`src/rtl/pcu_sequencer.sv`:
```
// Control sequencer for the program control unit: fetch, PC increment, GOTO
// operand fetch/jump, and the execute handshake toward the ALU controller.
module pcu_sequencer #(
  parameter int         ACK_TIMEOUT = 16,
  parameter logic [1:0] GOTO_OPC    = 2'b11
) (
  input  logic       clk,
  input  logic       reset_n,
  input  logic       run,
  input  logic       halt_req,
  input  logic [7:0] inst,
  input  logic       cond_taken,
  input  logic       mem_ack,
  input  logic       exec_done,
  output logic       mem_rd,
  output logic       sel_pc,
  output logic       sel_inc,
  output logic       sel_j,
  output logic       ld_inst,
  output logic       ld_inc,
  output logic       ld_pc,
  output logic       ld_j1,
  output logic       ld_j2,
  output logic       exec_req,
  output logic       halted,
  output logic       bus_err
);

  typedef enum logic [3:0] {
    S_IDLE,
    S_FETCH,
    S_INC_F,
    S_PCUPD_F,
    S_DECODE,
    S_EXEC,
    S_J1_RD,
    S_INC_J1,
    S_PCUPD_J1,
    S_J2_RD,
    S_INC_J2,
    S_PCUPD_J2,
    S_JUMP,
    S_BOUNDARY,
    S_HALT
  } state_t;

  localparam int             CW        = $clog2(ACK_TIMEOUT + 1);
  localparam logic [CW-1:0]  LAST_WAIT = CW'(ACK_TIMEOUT - 1);

  state_t        state;
  state_t        next_state;
  logic [CW-1:0] wait_cnt;
  logic          in_rd;
  logic          timeout;
  logic          bus_err_q;
  logic          unused_inst_bits;

  // Only the opcode field matters here; the low bits belong to the execute side.
  assign unused_inst_bits = ^inst[5:0];

  assign in_rd   = (state == S_FETCH) || (state == S_J1_RD) || (state == S_J2_RD);
  // An ack in the final allowed wait cycle still wins over the timeout.
  assign timeout = in_rd && !mem_ack && (wait_cnt == LAST_WAIT);

  always_ff @(posedge clk or negedge reset_n) begin
    if (!reset_n) begin
      state <= S_IDLE;
    end else begin
      state <= next_state;
    end
  end

  // Every read state is entered from a non-read state, so the count is zero on entry.
  always_ff @(posedge clk or negedge reset_n) begin
    if (!reset_n) begin
      wait_cnt <= '0;
    end else if (!in_rd) begin
      wait_cnt <= '0;
    end else if (!mem_ack) begin
      wait_cnt <= wait_cnt + CW'(1);
    end
  end

  always_ff @(posedge clk or negedge reset_n) begin
    if (!reset_n) begin
      bus_err_q <= 1'b0;
    end else if (timeout) begin
      bus_err_q <= 1'b1;
    end
  end

  assign bus_err = bus_err_q;

  always_comb begin
    next_state = state;
    case (state)
      S_IDLE:     if (run) next_state = S_FETCH;
      S_FETCH: begin
        if (mem_ack)      next_state = S_INC_F;
        else if (timeout) next_state = S_HALT;
      end
      S_INC_F:    next_state = S_PCUPD_F;
      S_PCUPD_F:  next_state = S_DECODE;
      S_DECODE:   next_state = (inst[7:6] == GOTO_OPC) ? S_J1_RD : S_EXEC;
      S_EXEC:     if (exec_done) next_state = S_BOUNDARY;
      S_J1_RD: begin
        if (mem_ack)      next_state = S_INC_J1;
        else if (timeout) next_state = S_HALT;
      end
      S_INC_J1:   next_state = S_PCUPD_J1;
      S_PCUPD_J1: next_state = S_J2_RD;
      S_J2_RD: begin
        if (mem_ack)      next_state = S_INC_J2;
        else if (timeout) next_state = S_HALT;
      end
      S_INC_J2:   next_state = S_PCUPD_J2;
      S_PCUPD_J2: next_state = S_JUMP;
      S_JUMP:     next_state = S_BOUNDARY;
      S_BOUNDARY: next_state = (halt_req || !run) ? S_HALT : S_FETCH;
      S_HALT:     if (run && !halt_req) next_state = S_FETCH;
      default:    next_state = S_IDLE;
    endcase
  end

  // Strobes decode the state register; only the load strobes qualify on ack/cond.
  always_comb begin
    mem_rd   = 1'b0;
    sel_pc   = 1'b0;
    sel_inc  = 1'b0;
    sel_j    = 1'b0;
    ld_inst  = 1'b0;
    ld_inc   = 1'b0;
    ld_pc    = 1'b0;
    ld_j1    = 1'b0;
    ld_j2    = 1'b0;
    exec_req = 1'b0;
    halted   = 1'b0;
    case (state)
      S_FETCH: begin
        mem_rd  = 1'b1;
        sel_pc  = 1'b1;
        ld_inst = mem_ack;
      end
      S_J1_RD: begin
        mem_rd = 1'b1;
        sel_pc = 1'b1;
        ld_j1  = mem_ack;
      end
      S_J2_RD: begin
        mem_rd = 1'b1;
        sel_pc = 1'b1;
        ld_j2  = mem_ack;
      end
      S_INC_F, S_INC_J1, S_INC_J2: begin
        sel_pc = 1'b1;
        ld_inc = 1'b1;
      end
      S_PCUPD_F, S_PCUPD_J1, S_PCUPD_J2: begin
        sel_inc = 1'b1;
        ld_pc   = 1'b1;
      end
      S_EXEC:  exec_req = 1'b1;
      S_JUMP: begin
        sel_j = 1'b1;
        ld_pc = cond_taken;
      end
      S_HALT:  halted = 1'b1;
      default: ;
    endcase
  end

endmodule
```
`config.mk`:
```
export PLATFORM = sky130hd
export DESIGN_NAME = pcu_sequencer
export DESIGN_NICKNAME = d
export VERILOG_FILES = /design/src/rtl/pcu_sequencer.sv
export SDC_FILE = /design/constraint.sdc
export NUM_CORES = 1
export LEC_CHECK = 0
export ABC_AREA = 1
export CAP_MARGIN = 20
export CORE_AREA = 2 2 49 46
export CTS_CLUSTER_SIZE = 10
export DETAILED_ROUTE_END_ITERATION = 16
export DIE_AREA = 0 0 51 48
export PLACE_DENSITY = 0.73
export SYNTH_ARGS = -nofsm -noshare
export SYNTH_HDL_FRONTEND = slang
export SYNTH_SLANG_ARGS = --single-unit
```
`constraint.sdc`:
```
create_clock -name clk -period 2.1 [get_ports clk]
set_clock_uncertainty 0.2 [all_clocks]
set_input_delay 0.63 -clock clk [delete_from_list [all_inputs] [get_ports clk]]
set_output_delay 0.63 -clock clk [all_outputs]
set_load 0.01 [all_outputs]
```
==> results by group, run 1 <==
STA
  – Slew HR: 67.9%
  – Final setup violation count: 8
  – Final Max Tran Viols: 0
  – Final hold violations: 0
  – Period minus WS final: 2.26 ns
  – Worst-margin pin slew: 0.480 ns
  – Final period util: 108%
  – F_max: 0.442 GHz
  – RSZ-0062 raised after global routing: yes
  – Worst setup margin: -0.162 ns

Finish
  – Most frequent cells in the layout: 32 x nand2_1, 29 x buf_4, 24 x buf_6
  – Reg area: 255 sq um
  – FILL cells: 109
  – Ratio of cells with drive above 1 in the final layout: 52.9%
  – Synthesis-to-layout area growth: 90.3%
  – Design area: 0.00159 sq mm
  – Nets: 210
  – Multi-input logic area: 597 sq um
  – Core Util, Final: 83.8%
  – Commonest non-fill, non-tap cell in the layout: nand2_1
  – ANT cells: 0

Hold path
  – HP Class: reg2reg

Status
  – Status: finished, violations left
  – Failing checks: negative setup slack

Run
  – Max-Cap Viols: 0

Route
  – DRT Pass-1 Iters: 4
  – Final wirelength: 3.28 mm
  – WL per Instance: 15.2 um
  – Via count: 1,150
  – Routed Antenna Nets: 0
  – DRT iter0 DRCs: 35
  – DR vias/cell: 5.32
  – DRC: 0

Synth
  – Synth Instances: 121
  – Synth Net Count: 138
  – Synth unique cells: 28
  – Syn avg cell area: 6.90 sq um
  – Cell taking the most area after synthesis: dfrtp_1
  – Post-synthesis sequential area ratio: 30.0%
  – Ys Warns: 0
  – Number of synthesized register bits: 10
  – Synth top area cells: dfrtp_1 30%, nand2_1 17%, inv_1 6.7%, nor2_1 5.4%, nor2_4 5.4%
  – Share of the synthesized area in the top cell type: 30.0%
  – Synthesized cell area: 835 sq um

Global routing
  – Total track usage: 26.8%
  – Largest net degree at the start of global routing: 11
  – Number of global-route vias before repair: 1,050
  – Grt total ovfl: 0
  – Initial antenna violation count: 0
  – First-pass GRT wire length: 4.66 mm

CTS
  – Clk buf depth: 2
  – Clk Latency, worst-skew pair: 0.27 ns
  – Worst-path clk slew: 0.06 ns
  – # hold bufs at CTS: 0
  – Root buf cell: clkbuf_4
  – Clock sinks: 10
  – CTS Buf Count: 3
  – Htree depth: 1
  – CTS tree: done

Power and ir drop
  – Pwr Density: 1340 mW/mm^2
  – Leak: 0.840 nW
  – Net Switching: 0.974 mW
  – Seq pwr share: 16.1%
  – Power, Total: 2.13 mW
  – Net Sw Frac: 45.7%
  – Pint: 1.16 mW
  – Max VDD drop: 0.849 mV
  – Clk pwr share: 6.2%
  – Combinational Power Share: 77.7%

Floorplan
  – I/O Pins: 27
  – Die Wd: 51 um
  – Die area: 0.00245 sq mm
  – Core footprint: 0.00190 sq mm
  – Die Height: 48 um
  – Number of cell rows: 15
  – Initial Util: 44.0%

Worst setup path
  – CP bufs+invs: 4
  – Critical Path AT: 1.43 ns
  – Crit-path max cell delay: 0.44 ns
  – Worst r2r src: state[0]
  – RR Endpoint: state[1]
  – Worst-path cell chain: buf_4, nand2_1, inv_1, nand2_2, inv_2, a21o_1, buf_2
  – Worst setup EP type: output port
  – End point of the critical path: ld_pc
  – Crit path kind: reg2out
  – Worst path slowest cell: dfrtp_2
  – WP depth: 7
  – Worst reg-to-reg path cell count: 15
  – Delay-heaviest family, CP: flip-flops
  – Reg2reg setup slack: 0.02 ns
  – Critical path peak fanout: 3
  – CP Launch Type: register
  – CP startpoint: state[2]
  – Critical Path RT: 1.27 ns

Place
  – IO buf count: 20
  – Routability cong.: 0.922
  – Area after DPL: 0.00125 sq mm
  – Pre-CTS setup slack: -0.732 ns
  – Final HPWL DP: 1.88 mm
## cell families (layout without fill, tap and decap cells)
family | after synthesis | after routing | share of synthesized area, %
and+or+nand+nor | 77 | 77 | 49.2
AOI/OAI and AO/OA | 11 | 11 | 7.80
buffers and inverters | 20 | 90 | 9.00
xor gates and xnor gates | 1 | 1 | 1.05
DFF | 10 | 10 | 30.0
adders and majority gates | 2 | 2 | 3.00
## worst min-delay path: cells and delay by family (launching register included)
| kind | cells | cell delay [ns] |
|---|---|---|
| AND/OR/NAND/NOR | 1 | 0.05 |
| buffers and inverters | 1 | 0.04 |
| flip-flops | 1 | 0.34 |
## final cells by class
type | instances | share of cell area, %
Inverter | 20 | 5.36
Clock buffer | 3 | 1.42
Tap cell | 25 | 1.97
Timing Repair Buffer | 67 | 37.6
Multi-Input combinational cell | 91 | 37.6
Sequential cell | 10 | 16.1
## synthesized netlist by cell type
master,instances
nand2_1,38
inv_1,15
nor2_1,12
dfrtp_1,10
nand3_1,6
inv_2,5
nand4_1,5
nor2_4,4
o21ai_1,3
ha_1,2
nand2_2,2
nand2_4,2
o21ai_0,2
a21o_1,1
a21oi_1,1
a31oi_1,1
nand2_8,1
nand3_2,1
nand3_4,1
nand3b_1,1
nor2_2,1
nor3_1,1
nor4_1,1
o211ai_1,1
o22ai_1,1
o31ai_1,1
or2_4,1
xnor2_1,1
## power groups by stage
stage | combinational [mW] | sequential [mW] | clock, mW
finish | 1.65 | 0.344 | 0.132
global route | 1.76 | 0.347 | 0.144
CTS | 1.36 | 0.334 | 0.135
detailed placement | 1.09 | 0.331 | 0
global placement | 1.07 | 0.328 | 0
floorplan | 0.582 | 0.315 | 0
## flip-flops by register name, indices dropped and copies added (netlist names)
register  cells
wait_cnt      5
state         4
bus_err       1
## how the worst min path moves through the flow
stage,start,endpoint,slack [ns],depth (start not counted)
after global routing,bus_err,bus_err,0.30,2
after global placement,bus_err,bus_err,0.25,2
after CTS,bus_err,bus_err,0.28,2
final,bus_err,bus_err,0.27,2
after floorplan,reset_n,bus_err,0.13,0
after detailed placement,bus_err,bus_err,0.26,2
## per-stage QoR
step | std cells | hold WS (ns) | setup TNS, ns
floorplan | 121 | 0.134 | 0
global placement | 190 | 0.250 | -3.48
detailed placement | 190 | 0.263 | -3.57
CTS | 210 | 0.276 | -0.327
global route | 216 | 0.296 | -1.12
finish | 216 | 0.270 | -0.586
## layer usage
| metal | up-vias | part of all wire (%) | wire length (um) | global-route usage (%) |
|---|---|---|---|---|
| met5 | - | 0 | 0 | 0 |
| li1 | 532 | - | - | - |
| met4 | 0 | 3.1 | 103 | 16.8 |
| met1 | 543 | 38 | 1250 | 29.7 |
| met2 | 61 | 52 | 1690 | 48.8 |
| met3 | 14 | 7.0 | 231 | 5.31 |
## what timing repair did
item                                    CTS  global route
buffers inserted                         18             8
endpoints found under the setup margin   11            11
cloned                                    0             0
pin swaps                                 7             8
gates resized for setup                  79            30
Note: power is estimated with default switching activity, not from simulation.
==> run 2: changes to the inputs <==
--- a/config.mk
+++ b/config.mk
@@ -7,11 +7,11 @@
 export LEC_CHECK = 0
 export ABC_AREA = 1
 export CAP_MARGIN = 20
-export CORE_AREA = 2 2 49 46
+export CORE_AREA = 2 2 47 49
 export CTS_CLUSTER_SIZE = 10
 export DETAILED_ROUTE_END_ITERATION = 16
-export DIE_AREA = 0 0 51 48
-export PLACE_DENSITY = 0.73
+export DIE_AREA = 0 0 49 51
+export PLACE_DENSITY = 0.74
 export SYNTH_ARGS = -nofsm -noshare
 export SYNTH_HDL_FRONTEND = slang
 export SYNTH_SLANG_ARGS = --single-unit
==> results by group, run 2 (synthesized netlist as in run 1, its figures left out) <==
STA
  – Final Max Tran Viols: 0 (unchanged)
  – Setup_tns: -0.447 ns (+0.139 ns)
  – Period minus WS final: 2.22 ns (-0.0468 ns)
  – Slew HR: 70.3% (+2.4 points)
  – Worst-margin pin slew: 0.444 ns (-0.0361 ns)
  – Final setup violation count: 7 (-1)
  – Final hold violations: 0 (unchanged)
  – Worst setup margin: -0.115 ns (+0.0468 ns)
  – F_max: 0.451 GHz (+2.1%)
  – RSZ-0062 raised after global routing: yes
  – Final period util: 105% (-2.2 points)

Floorplan
  – Core footprint: 0.00206 sq mm (+8.8%)
  – Die area: 0.00250 sq mm (+2.1%)
  – I/O Pins: 27 (unchanged)
  – Initial Util: 40.4% (-3.6 points)
  – Die Height: 51 um (+6.3%)
  – Die Wd: 49 um (-3.9%)
  – Number of cell rows: 17 (+2)

Worst setup path
  – Delay-heaviest family, CP: flip-flops
  – Reg2reg setup slack: 0.32 ns (+0.30 ns)
  – Critical path peak fanout: 6 (+3)
  – Worst setup EP type: output port
  – Critical Path RT: 1.27 ns (about the same)
  – Worst-path cell chain: nor2_4, inv_2, nor4_4, buf_2
  – Worst path slowest cell: dfrtp_2
  – CP Launch Type: register
  – Critical Path AT: 1.39 ns (-0.04 ns)
  – Crit-path max cell delay: 0.48 ns (+0.04 ns)
  – CP bufs+invs: 2 (-2)
  – Crit path kind: reg2out

Finish
  – Synthesis-to-layout area growth: 66.0%
  – Biggest register: wait_cnt
  – ANT cells: 0 (unchanged)
  – Ratio of cells with drive above 1 in the final layout: 42.7% (-10 points)
  – Commonest non-fill, non-tap cell in the layout: nand2_1
  – Nets: 196 (-6.7%)
  – Design area: 0.00139 sq mm (-13%)
  – Core Util, Final: 67.1% (-17 points)
  – Most frequent cells in the layout: 38 x nand2_1, 29 x buf_4, 13 x inv_1
  – Max reg flops: 5 (unchanged)

CTS
  – CTS tree: done
  – Root buf cell: clkbuf_4
  – # hold bufs at CTS: 0 (unchanged)
  – CTS Buf Count: 3 (unchanged)
  – Clk buf depth: 2 (unchanged)
  – Clock sinks: 10 (unchanged)
  – Clk Latency, worst-skew pair: 0.26 ns (about the same)
  – Htree depth: 1 (unchanged)
  – Worst-path clk slew: 0.06 ns (about the same)

Global routing
  – Initial antenna violation count: 0 (unchanged)
  – Grt total ovfl: 0 (unchanged)
  – First-pass GRT wire length: 4.24 mm (-9.2%)
  – Total track usage: 21.9% (-4.9 points)
  – Largest net degree at the start of global routing: 11 (unchanged)
  – Number of global-route vias before repair: 978 (-6.9%)

Route
  – DRT Pass-1 Iters: 4 (unchanged)
  – Routed Antenna Nets: 0 (unchanged)
  – Final wirelength: 2.54 mm (-23%)
  – DR vias/cell: 5.09 (-4.4%)
  – DRT iter0 DRCs: 38 (+8.6%)
  – DRC: 0 (unchanged)
  – Via count: 1,048 (-8.9%)
  – WL per Instance: 12.3 um (-19%)

Place
  – IO buf count: 20 (unchanged)
  – Area after DPL: 0.00125 sq mm (+0.30%)
  – Final HPWL DP: 1.88 mm (about the same)
  – Routability cong.: 0.876 (-5.0%)

Power and ir drop
  – Max VDD drop: 0.803 mV (-5.4%)
  – Leak: 0.755 nW (-10%)
  – Pwr Density: 1300 mW/mm^2 (-2.8%)

Status
  – Failing checks: negative setup slack
  – Status: finished, violations left

Hold path
  – HP Class: reg2reg

Run
  – Max-Cap Viols: 0 (unchanged)
[run 2: changes by cell type in the layout (fill, tap and decap cells not counted), sizes merged]
cell           previous run  this run
clkdlybuf4s15             0         1
dlygate4sd2               1         0
buf                      58        44
clkdlybuf4s50             7         8
[run 2: path summary, 6_finish.rpt]
| path | end | from | cells after the start |
|---|---|---|---|
| setup / recovery | ld_inst | state[2] | 4 |
| hold / removal | bus_err | bus_err | 2 |
| setup reg to reg | state[1] | wait_cnt[0] | 6 |
| hold reg to reg | bus_err | bus_err | 2 |
| max in group asynchronous | state[1] | reset_n | 1 |
| min in group asynchronous | wait_cnt[3] | reset_n | 1 |
[run 2: worst register-to-register path, cell delays in order, from the launching register on]
cell	delay, ns
dfrtp_1	0.42
ha_1	0.23
nand2_1	0.07
nor2_1	0.04
ha_1	0.24
o31ai_1	0.32
nand3_1	0.13
[run 2: layer usage]
layer	GRT usage (%)	up-vias	part of all wire, %	wire (um)
met5	0	-	0	0
met4	11.0	0	2.4	62
li1	-	504	-	-
met3	3.51	14	6.4	163
met1	24.4	477	40	1020
met2	40.6	53	51	1300
[run 2: metrics by stage]
| step | setup WS [ns] | power [mW] | hold slack (ns) | instances |
|---|---|---|---|---|
| floorplan | 0.112 | 0.897 | 0.134 | 121 |
| global placement | -0.739 | 1.39 | 0.248 | 193 |
| detailed placement | -0.784 | 1.42 | 0.264 | 193 |
| CTS | -0.106 | 1.68 | 0.279 | 202 |
| global route | -0.167 | 1.94 | 0.340 | 206 |
| finish | -0.115 | 1.81 | 0.275 | 206 |
[run 2: layout make-up]
type / instances / area (sq um)
Fill cell: 192 / 678
Multi-Input combinational cell: 91 / 552
Timing Repair Buffer: 53 / 429
Sequential cell: 10 / 255
Inverter: 20 / 77.6
Clock buffer: 4 / 36.3
Tap cell: 28 / 35.0
[run 2: where the power goes]
group / internal, mW / leakage (nW) / switching (mW)
clock: 0.105 / 0.0210 / 0.0660
sequential: 0.251 / 0.123 / 0.0852
combinational: 0.635 / 0.611 / 0.664
total: 0.991 / 0.755 / 0.815
[run 2: repair_timing]
action,CTS,global route
gates resized for setup,60,8
pin swaps,4,4
setup buffers,5,4
gates cloned,0,0
endpoints found under the setup margin,11,11
